<file path="config.mk">
export PLATFORM = sky130hd
export DESIGN_NAME = parity_serial_tx
export DESIGN_NICKNAME = d
export VERILOG_FILES = /design/src/rtl/parity_link_pkg.sv /design/src/rtl/parity_serial_tx.sv
export SDC_FILE = /design/constraint.sdc
export NUM_CORES = 1
export LEC_CHECK = 0
export CAP_MARGIN = 20
export CORE_MARGIN = 4
export CORE_UTILIZATION = 55
export DETAILED_ROUTE_END_ITERATION = 8
export DONT_BUFFER_PORTS = 1
export GPL_TIMING_DRIVEN = 1
export PLACE_DENSITY = 0.67
export SLEW_MARGIN = 20
export SYNTH_ARGS = -nofsm -noshare
export SYNTH_HDL_FRONTEND = slang
export SYNTH_SLANG_ARGS = --single-unit
export TNS_END_PERCENT = 10
</file>
<file path="constraint.sdc">
create_clock -name clk -period 3.95 [get_ports clk]
set_input_delay 0.5925 -clock clk [delete_from_list [all_inputs] [get_ports clk]]
set_output_delay 0.5925 -clock clk [all_outputs]
set_load 0.1 [all_outputs]
</file>
<file path="src/rtl/parity_link_pkg.sv">
// Constants shared by the serial parity transmitter and the bit-serial parity checker.
package parity_link_pkg;

    localparam logic [1:0] ST_IDLE   = 2'd0;
    localparam logic [1:0] ST_SHIFT  = 2'd1;
    localparam logic [1:0] ST_PARITY = 2'd2;

    localparam logic PAR_EVEN = 1'b0;
    localparam logic PAR_ODD  = 1'b1;

    localparam int DEFAULT_DATA_W = 8;

endpackage

</file>
<file path="src/rtl/parity_serial_tx.sv">
// Serial parity transmitter: takes a word over valid/ready, sends it LSB-first,
// then one parity bit; a word offered during the parity cycle starts the next frame gap-free.
module parity_serial_tx
    import parity_link_pkg::*;
#(
    parameter int   DATA_W     = DEFAULT_DATA_W,
    parameter logic ODD_PARITY = PAR_EVEN
) (
    input  logic              clk,
    input  logic              rst_n,
    input  logic [DATA_W-1:0] din,
    input  logic              din_valid,
    output logic              din_ready,
    output logic              ser_out,
    output logic              ser_valid,
    output logic              ser_first,
    output logic              ser_last,
    output logic              busy
);

    localparam int CW = (DATA_W > 1) ? $clog2(DATA_W) : 1;
    localparam logic [CW-1:0] CNT_LAST = CW'(DATA_W - 1);

    logic [1:0]        state_q, state_d;
    logic [DATA_W-1:0] shreg_q, shreg_d;
    logic [CW-1:0]     cnt_q, cnt_d;
    logic              acc_q, acc_d;
    logic              ser_out_q, ser_out_d;
    logic              ser_valid_q, ser_valid_d;
    logic              ser_first_q, ser_first_d;
    logic              ser_last_q, ser_last_d;
    logic              busy_q, busy_d;
    logic              accept;

    assign din_ready = (state_q == ST_IDLE) || (state_q == ST_PARITY);
    assign accept    = din_valid && din_ready;

    // Outputs are computed for the next cycle so every one of them comes straight from a flop.
    always_comb begin
        state_d     = state_q;
        shreg_d     = shreg_q;
        cnt_d       = cnt_q;
        acc_d       = acc_q;
        ser_out_d   = 1'b0;
        ser_valid_d = 1'b0;
        ser_first_d = 1'b0;
        ser_last_d  = 1'b0;
        busy_d      = 1'b0;

        if (accept) begin
            state_d     = ST_SHIFT;
            shreg_d     = din;
            cnt_d       = '0;
            acc_d       = ODD_PARITY ^ din[0];
            ser_out_d   = din[0];
            ser_valid_d = 1'b1;
            ser_first_d = 1'b1;
            busy_d      = 1'b1;
        end else begin
            case (state_q)
                ST_SHIFT: begin
                    ser_valid_d = 1'b1;
                    busy_d      = 1'b1;
                    if (cnt_q == CNT_LAST) begin
                        // acc_q already covers every data bit of the frame here
                        state_d    = ST_PARITY;
                        ser_out_d  = acc_q;
                        ser_last_d = 1'b1;
                    end else begin
                        shreg_d   = shreg_q >> 1;
                        cnt_d     = cnt_q + 1'b1;
                        acc_d     = acc_q ^ shreg_q[1];
                        ser_out_d = shreg_q[1];
                    end
                end
                default: state_d = ST_IDLE;
            endcase
        end
    end

    always_ff @(posedge clk or negedge rst_n) begin
        if (!rst_n) begin
            state_q     <= ST_IDLE;
            shreg_q     <= '0;
            cnt_q       <= '0;
            acc_q       <= 1'b0;
            ser_out_q   <= 1'b0;
            ser_valid_q <= 1'b0;
            ser_first_q <= 1'b0;
            ser_last_q  <= 1'b0;
            busy_q      <= 1'b0;
        end else begin
            state_q     <= state_d;
            shreg_q     <= shreg_d;
            cnt_q       <= cnt_d;
            acc_q       <= acc_d;
            ser_out_q   <= ser_out_d;
            ser_valid_q <= ser_valid_d;
            ser_first_q <= ser_first_d;
            ser_last_q  <= ser_last_d;
            busy_q      <= busy_d;
        end
    end

    assign ser_out   = ser_out_q;
    assign ser_valid = ser_valid_q;
    assign ser_first = ser_first_q;
    assign ser_last  = ser_last_q;
    assign busy      = busy_q;

endmodule

</file>
==> results.cfg, run 1 <==
[outcome]
status = finished clean

[worst_setup_path]
worst_setup_path_end_kind = primary output
critical_path.max_fanout = 5
cp.required_ns = 3.36
cp_cell_sequence = inv_1
critPathArrivalTime_ns = 1.34
cp_top_family = buffers and inverters
critPathKind = reg2out
critical_path_buf_inv_count = 1
cpMaxStageDelayCell = inv_1
startpoint_type = flip-flop
slowest_delay_ns = 0.62

[grt]
antenna_found_initial = 0
overflow = 0
grt_max_degree = 18
grt_pass1_vias = 503
track_usage_pct = 14.56
grt_pass1_wl_um = 2076

[cts]
cts.sinks = 17
clockBufferDepth = 2
cts_tree = done
clk_latency_ns = 0.29
cts-root-buf = clkbuf_4
cts_setup_buffers = 0
clkTransAtPathRegs_ns = 0.10
htreeDepth = 1
cts_made_buffers = 3

[routing]
routed_wirelength_um = 1245
first_pass_iters = 4
drcViolationCount = 0
routed_via_density = 5.489
ant_nets = 0
wl_per_cell_um = 13.24
drtIter0Drc = 3
vias = 516

[yosys]
syn-cell-area_um2 = 763.2
syn-instance-count = 78
synth_cell_types = 19
syn-num-nets = 92
synth.avg_cell_area_um2 = 9.785
yosysWarnings = 0
ys_seq_elements = 17
seq_area_frac_synth_pct = 55.74

[floorplanning]
fp.dieW_um = 45.25
die_h_um = 45.25
io_pins = 17
std_cell_rows = 13
core_mm2 = 0.001301
start_util_pct = 58.65
die_area_mm2 = 0.002048

[layout]
multi_input_area_um2 = 292.8
fin_cells = 94
layout_commonest_cell = nand2_1
layout_common_cells = nand2_1, dfrtp_1, nand3_1
drive_gt1_share_pct = 8.861
finalNetCount = 94
antenna-diode-count = 0
stdcell_area_um2 = 794.5
area_growth_pct = 4.098
fill_cells = 120
final-seq-area_um2 = 426.7

[sta]
skew_ns = 0.01011
fin_setup_tns_ns = 0
slew_headroom_pct = 37.98
setup_violations = 0
fin_crit_ns = 1.928
slew_viol_final = 0
whs_ns = 0.4098
tightestPinTransition_ns = 0.9329
period_share_pct = 48.81
fmax_ghz = 0.5187
finalHoldViolations = 0
rsz0062_at_grt = false

[placement]
hpwl_um = 898.5
io_buffers = 0
gp_congestion = 0.7225
dpl_cell_area_um2 = 757.0
placedCellCount = 89

[hold_path]
hold_class = in2reg

[flow_run]
cap_violations = 0

[pwr]
total_power_uw = 745.0
p_leak_nw = 0.3956
peakVddDrop_mv = 0.4816
powerDensity_mw_per_mm2 = 937.7
[state kept, by name (all words and copies together), names as in the netlist]
name / count
ser_last: 1
shreg_q: 7
cnt_q: 3
acc_q: 1
ser_first: 1
ser_out: 1
busy: 1
state_q: 2
[report_power, final]
group	internal [mW]	switching, mW	total [mW]	leakage, nW
registers	0.242	0.179	0.421	0.213
clock network	0.0376	0.0527	0.0902	0.0177
logic	0.0848	0.149	0.234	0.165
[per-stage QoR]
step / utilization (%) / worst slack (ns)
global route: 61.06 / 1.977
CTS: 61.06 / 2.002
detailed placement: 58.17 / 2.156
finish: 61.06 / 2.022
floorplan: - / 2.034
global placement: 58.17 / 2.206
[kinds of logic (layout without fill, tap and decap cells)]
| kind of cell | count (synthesis) | in the layout | synth area share (%) |
|---|---|---|---|
| simple gates | 39 | 39 | 24.43 |
| flops | 17 | 17 | 55.74 |
| buf+inv | 9 | 10 | 5.903 |
| compound gates | 8 | 8 | 6.558 |
| fa+ha+maj | 3 | 3 | 4.919 |
| xor+xnor | 1 | 1 | 1.148 |
| mux | 1 | 1 | 1.312 |
[metal layers]
layer | share of wire [%] | GRT usage, % | vias to the layer above
met5 | 0 | 0 | -
met4 | 0.96 | 8.772 | 0
met3 | 6.2 | 3.984 | 2
met2 | 48 | 22.60 | 16
met1 | 45 | 17.90 | 244
li1 | - | - | 254
[cells in the mapped netlist]
library cell  number  share of area, %
clkbuf_1           2              0.98
nand3_1           11               7.2
ha_1               3               4.9
nand2_1           20               9.8
dfrtp_1           17                56
o211ai_2           1               1.6
nand2b_1           1              0.82
inv_1              5               2.5
mux2i_1            1               1.3
a21oi_1            4               2.6
or3b_1             1               1.1
nor2_1             4               2.0
or2b_1             1              0.98
buf_6              1               1.5
buf_4              1              0.98
o21ai_0            2               1.3
nor3b_4            1               2.5
o211ai_1           1              0.98
xnor2_1            1               1.1
[final timing paths]
path / start / endpoint / slack, ns / cells after the start
max: state_q[0] / din_ready / 2.02 / 1
min: din[7] / shreg_q[7] / 0.41 / 2
max reg2reg: cnt_q[0] / acc_q / 2.17 / 5
min reg2reg: shreg_q[7] / shreg_q[6] / 0.49 / 2
max in group asynchronous: rst_n / busy / 2.64 / 1
min in group asynchronous: rst_n / state_q[0] / 0.80 / 1
[timing repair]
item / in CTS / in global routing
setup endpoints to repair: 0 / 0
hold buffers: 1 / 0
resized for setup: 0 / 0
endpoints found under the hold margin: 17 / 0
[final cells by class]
| class | count | share of cell area [%] |
|---|---|---|
| flip-flops and latches | 17 | 53.70 |
| multi-input cells | 52 | 36.85 |
| clock buffers | 3 | 2.835 |
| inverters | 5 | 2.362 |
| well taps | 15 | 2.362 |
| repair buffers | 1 | 1.260 |
| clock inverters | 1 | 0.6299 |
Note: power is estimated with default switching activity, not from simulation.
==> inputs of run 2 (changes only) <==
- clock period: 3.95 -> 1.9 ns (I/O delays scaled with it)
==> run 2 against run 1 <==
Utilization is 3.4 points higher; critical endpoint is now acc_q; non-clock buffer count rose by 6; global-route usage shrank 0.33 points; worst setup slack lost 1.9 ns.
==> results.cfg, run 2 (same netlist as run 1, synthesis figures left out) <==
[outcome]
status = finished clean

[sta]
fin_crit_ns = 1.807
fmax_ghz = 0.5534
finalHoldViolations = 0
slew_viol_final = 0
tightestPinTransition_ns = 0.7306
rsz0062_at_grt = false
setup_violations = 0
slew_headroom_pct = 51.13
whs_ns = 0.1043
skew_ns = 0.006014
period_share_pct = 95.10
fin_setup_tns_ns = 0

[placement]
hpwl_um = 919.8
io_buffers = 0
gp_congestion = 0.7207
placedCellCount = 95

[grt]
top_usage_layer = met2
met1_usage_pct = 16.88
grt_max_degree = 18
overflow = 0
track_usage_pct = 14.23
grt_pass1_wl_um = 2056
gr-usage-met3_pct = 2.390
met2_usage_pct = 23.73
grt_pass1_vias = 512
antenna_found_initial = 0

[layout]
drive_gt1_share_pct = 14.12
layout_common_cells = nand2_1, dfrtp_1, nand3_1
finalNetCount = 100
fin_cells = 100
layout_commonest_cell = nand2_1
largest_register_ffs = 7
top_register = shreg_q
area_growth_pct = 9.836
antenna-diode-count = 0
reg_top3 = shreg_q (7), cnt_q (3), state_q (2)

[worst_setup_path]
startpoint_type = flip-flop
cpMaxStageDelayCell = or3b_1
worst_setup_path_end_kind = flip-flop
slowest_delay_ns = 0.53
critical_path.max_fanout = 10
crit_top_cell = ha_1
cp_cell_sequence = ha_1 -> ha_1 -> or3b_1 -> o211ai_2 -> o211ai_1
cp.required_ns = 2.08
cp_top_family = simple AND/OR/NAND/NOR gates
critPathKind = reg2reg
critical_path_buf_inv_count = 0
critPathArrivalTime_ns = 1.98

[cts]
cts_made_buffers = 3
cts-root-buf = clkbuf_4
post_cts_resized = 0
cts_tree = done
cts.sinks = 17
clkTransAtPathRegs_ns = 0.09
htreeDepth = 1
clockBufferDepth = 2
clk_latency_ns = 0.29

[floorplanning]
std_cell_rows = 13
fp.dieW_um = 45.25
die_h_um = 45.25
io_pins = 17
die_area_mm2 = 0.002048
start_util_pct = 58.65
core_mm2 = 0.001301

[routing]
vias = 532
first_pass_iters = 4
ant_nets = 0
routed_via_density = 5.320
wl_per_cell_um = 12.98
drcViolationCount = 0
drtIter0Drc = 11
routed_wirelength_um = 1298

[pwr]
peakVddDrop_mv = 1.145
total_power_mw = 1.620
p_leak_nw = 0.4225
powerDensity_mw_per_mm2 = 1933

[hold_path]
hold_class = in2reg

[flow_run]
cap_violations = 0
run 2: changes by cell type in the layout (fill, tap and decap cells not counted):
cell,before,now
buf_4,0,6
clkbuf_1,0,1
clkinv_2,1,0
run 2: per-stage QoR:
step | cell area [µm²] | worst slack (ns) | util (%)
6_report | 838.3 | 0.09314 | 64.42
5_1_grt | 838.3 | 0.01121 | 64.42
4_1_cts | 838.3 | 0.1017 | 64.42
3_5_place_dp | 802.0 | 0.1083 | 61.63
3_3_place_gp | 802.0 | 0.1601 | 61.63
2_1_floorplan | 763.2 | 0.2480 | -
run 2: power breakdown:
part,internal [mW],total (mW),switching [mW]
sequential,0.508,0.593,0.0849
combinational,0.228,0.838,0.609
clock,0.0817,0.189,0.108
run 2: layout make-up:
type | instances | area (µm²)
multi-input combinational | 52 | 292.8
fill | 111 | 462.9
timing repair buffer | 7 | 55.05
clock buffer | 4 | 26.28
sequential | 17 | 426.7
tap | 15 | 18.77
inverter | 5 | 18.77
run 2: worst paths after layout:
check	startpoint	to	slack, ns	depth (start not counted)
worst max register to register	cnt_q[0]	acc_q	0.09	5
worst max-delay path	cnt_q[0]	acc_q	0.09	5
min in group asynchronous	rst_n	ser_out	0.49	1
worst min-delay path	din[7]	shreg_q[7]	0.10	2
worst min register to register	shreg_q[4]	shreg_q[3]	0.49	2
max in group asynchronous	rst_n	busy	0.90	1
run 2: worst reg2reg max path, delay by kind of cell, from the launching register on:
family / cells / cell delay (ns)
simple gates: 1 / 0.53
fa+ha+maj: 2 / 0.46
flops: 1 / 0.41
compound gates: 2 / 0.30
run 2: metal layers:
| metal | wire length [µm] | share of wire (%) |
|---|---|---|
| met5 | 0 | 0 |
| met4 | 27 | 2.1 |
| met3 | 77 | 5.9 |
| met2 | 623 | 48 |
| met1 | 569 | 44 |
run 2: repair_timing:
action	4_1_cts	5_1_grt
endpoints found under the hold margin	17	0
setup endpoints to repair	0	0
hold buffers	1	0
setup buffers	0	0
==> inputs of run 3 (changes only) <==
==> constraint.sdc (replaced) <==
create_clock -name clk -period 1.9 [get_ports clk]
set_input_delay 0.095 -clock clk [delete_from_list [all_inputs] [get_ports clk]]
set_output_delay 0.095 -clock clk [all_outputs]
set_load 0.1 [all_outputs]
==> run 3 against run 2 <==
Sequential cell count is the same; total power up 1.3%; critical path depth is the same; routed wire length rose by 11%; maximum frequency increased by 0.60%; worst setup slack gained 0.011 ns; critical endpoint unchanged; non-clock buffer count rose by 8; via count rose by 5.5%; sequential share of layout area shrank 4.4 points; count of clock-buffer cells in the layout is the same.
==> results.cfg, run 3 (same netlist as run 1, synthesis figures left out) <==
[layout]
layout_common_cells = nand2_1, dfrtp_1, nand3_1
fill_cells = 101
drive_gt1_share_pct = 12.90
layout_commonest_cell = nand2_1
antenna-diode-count = 0
finalNetCount = 108
area_growth_pct = 20.33
top_register = shreg_q
largest_register_ffs = 7
reg_top3 = shreg_q (7), cnt_q (3), state_q (2)

[cts]
cts-root-buf = clkbuf_4
clockBufferDepth = 2
clkTransAtPathRegs_ns = 0.10
cts.sinks = 17
htreeDepth = 1
clk_latency_ns = 0.29
cts_made_buffers = 3
cts_tree = done
post_cts_resized = 0

[floorplanning]
start_util_pct = 58.65
fp.dieW_um = 45.25
std_cell_rows = 13
io_pins = 17
core_mm2 = 0.001301
die_h_um = 45.25
die_area_mm2 = 0.002048

[worst_setup_path]
slowest_delay_ns = 0.53
cp.required_ns = 2.08
cp_top_family = simple AND/OR/NAND/NOR gates
cp_cell_sequence = ha_1 -> ha_1 -> or3b_1 -> o211ai_2 -> o211ai_1
crit_top_cell = ha_1
startpoint_type = flip-flop
worst_setup_path_end_kind = flip-flop
critPathKind = reg2reg
critical_path.max_fanout = 10
critical_path_buf_inv_count = 0
cpMaxStageDelayCell = or3b_1
critPathArrivalTime_ns = 1.98

[grt]
grt_pass1_vias = 542
grt_pass1_wl_um = 2201
grt_max_degree = 18
overflow = 0
antenna_found_initial = 0
track_usage_pct = 15.31

[routing]
routed_wirelength_um = 1439
drcViolationCount = 0
wl_per_cell_um = 13.32
drtIter0Drc = 5
first_pass_iters = 2
ant_nets = 0
vias = 561
routed_via_density = 5.194

[sta]
worst_slack_ns = 0.1040
slew_viol_final = 0
slew_headroom_pct = 50.00
period_share_pct = 94.53
finalHoldViolations = 0
fin_setup_tns_ns = 0
fmax_ghz = 0.5568
setup_violations = 0
skew_ns = 0.01001
fin_crit_ns = 1.796
tightestPinTransition_ns = 0.7476
rsz0062_at_grt = false

[placement]
io_buffers = 0
gp_congestion = 0.7207
place_ws_ns = 0.1083
hpwl_um = 919.8

[pwr]
peakVddDrop_mv = 1.162
powerDensity_mw_per_mm2 = 1788
p_leak_nw = 0.4559

[hold_path]
hold_class = in2reg

[outcome]
status = finished clean

[flow_run]
cap_violations = 0
[run 3: worst paths after layout]
check,startpoint,end,slack (ns),cells after the start
min,din_valid,busy,0.12,3
min in group asynchronous,rst_n,ser_out,0.30,1
max in group asynchronous,rst_n,busy,1.07,1
max reg2reg,cnt_q[0],acc_q,0.10,5
max,cnt_q[0],acc_q,0.10,5
min reg2reg,shreg_q[5],shreg_q[4],0.49,2
[run 3: timing repair]
action | 4_1_cts | 5_1_grt
endpoints found under the hold margin | 26 | 0
setup buffers | 0 | 0
endpoints found under the setup margin | 0 | 0
hold buffers | 9 | 0
[run 3: worst register-to-register path: stages, from the launching register on]
cell and delay (ns):
dfrtp_1 0.41, ha_1 0.22, ha_1 0.23, or3b_1 0.53
o211ai_2 0.19, o211ai_1 0.10
[run 3: stage by stage]
stage | hold WS (ns) | power [mW] | util, % | std cells | area (µm²)
6_report | 0.1243 | 1.642 | 70.58 | 108 | 918.4
5_1_grt | 0.1317 | 1.732 | 70.58 | 108 | 918.4
4_1_cts | 0.1189 | 1.643 | 70.58 | 108 | 918.4
3_5_place_dp | -0.2001 | 1.433 | 61.63 | 95 | 802.0
3_3_place_gp | -0.2001 | 1.415 | 61.63 | 95 | 802.0
2_1_floorplan | -0.2006 | 1.320 | - | 78 | 763.2
[run 3: layer usage]
metal / GRT usage [%] / wire, µm / vias to the layer above
met2: 26.27 / 737 / 17
met3: 2.390 / 74 / 3
met4: 8.772 / 23 / 0
li1: - / - / 281
met5: 0 / 0 / -
met1: 17.90 / 603 / 260
[run 3: power breakdown]
part	internal (mW)	switching (mW)	total (mW)
registers	0.508	0.0880	0.596
logic	0.239	0.615	0.854
clock network	0.0817	0.110	0.191
[run 3: area by class of cell]
cell class / instances / area [µm²] / share of cell area, %
multi-input combinational: 52 / 292.8 / 31.88
clock buffer: 4 / 26.28 / 2.861
inverter: 5 / 18.77 / 2.044
tap: 15 / 18.77 / 2.044
timing repair buffer: 15 / 135.1 / 14.71
sequential: 17 / 426.7 / 46.46
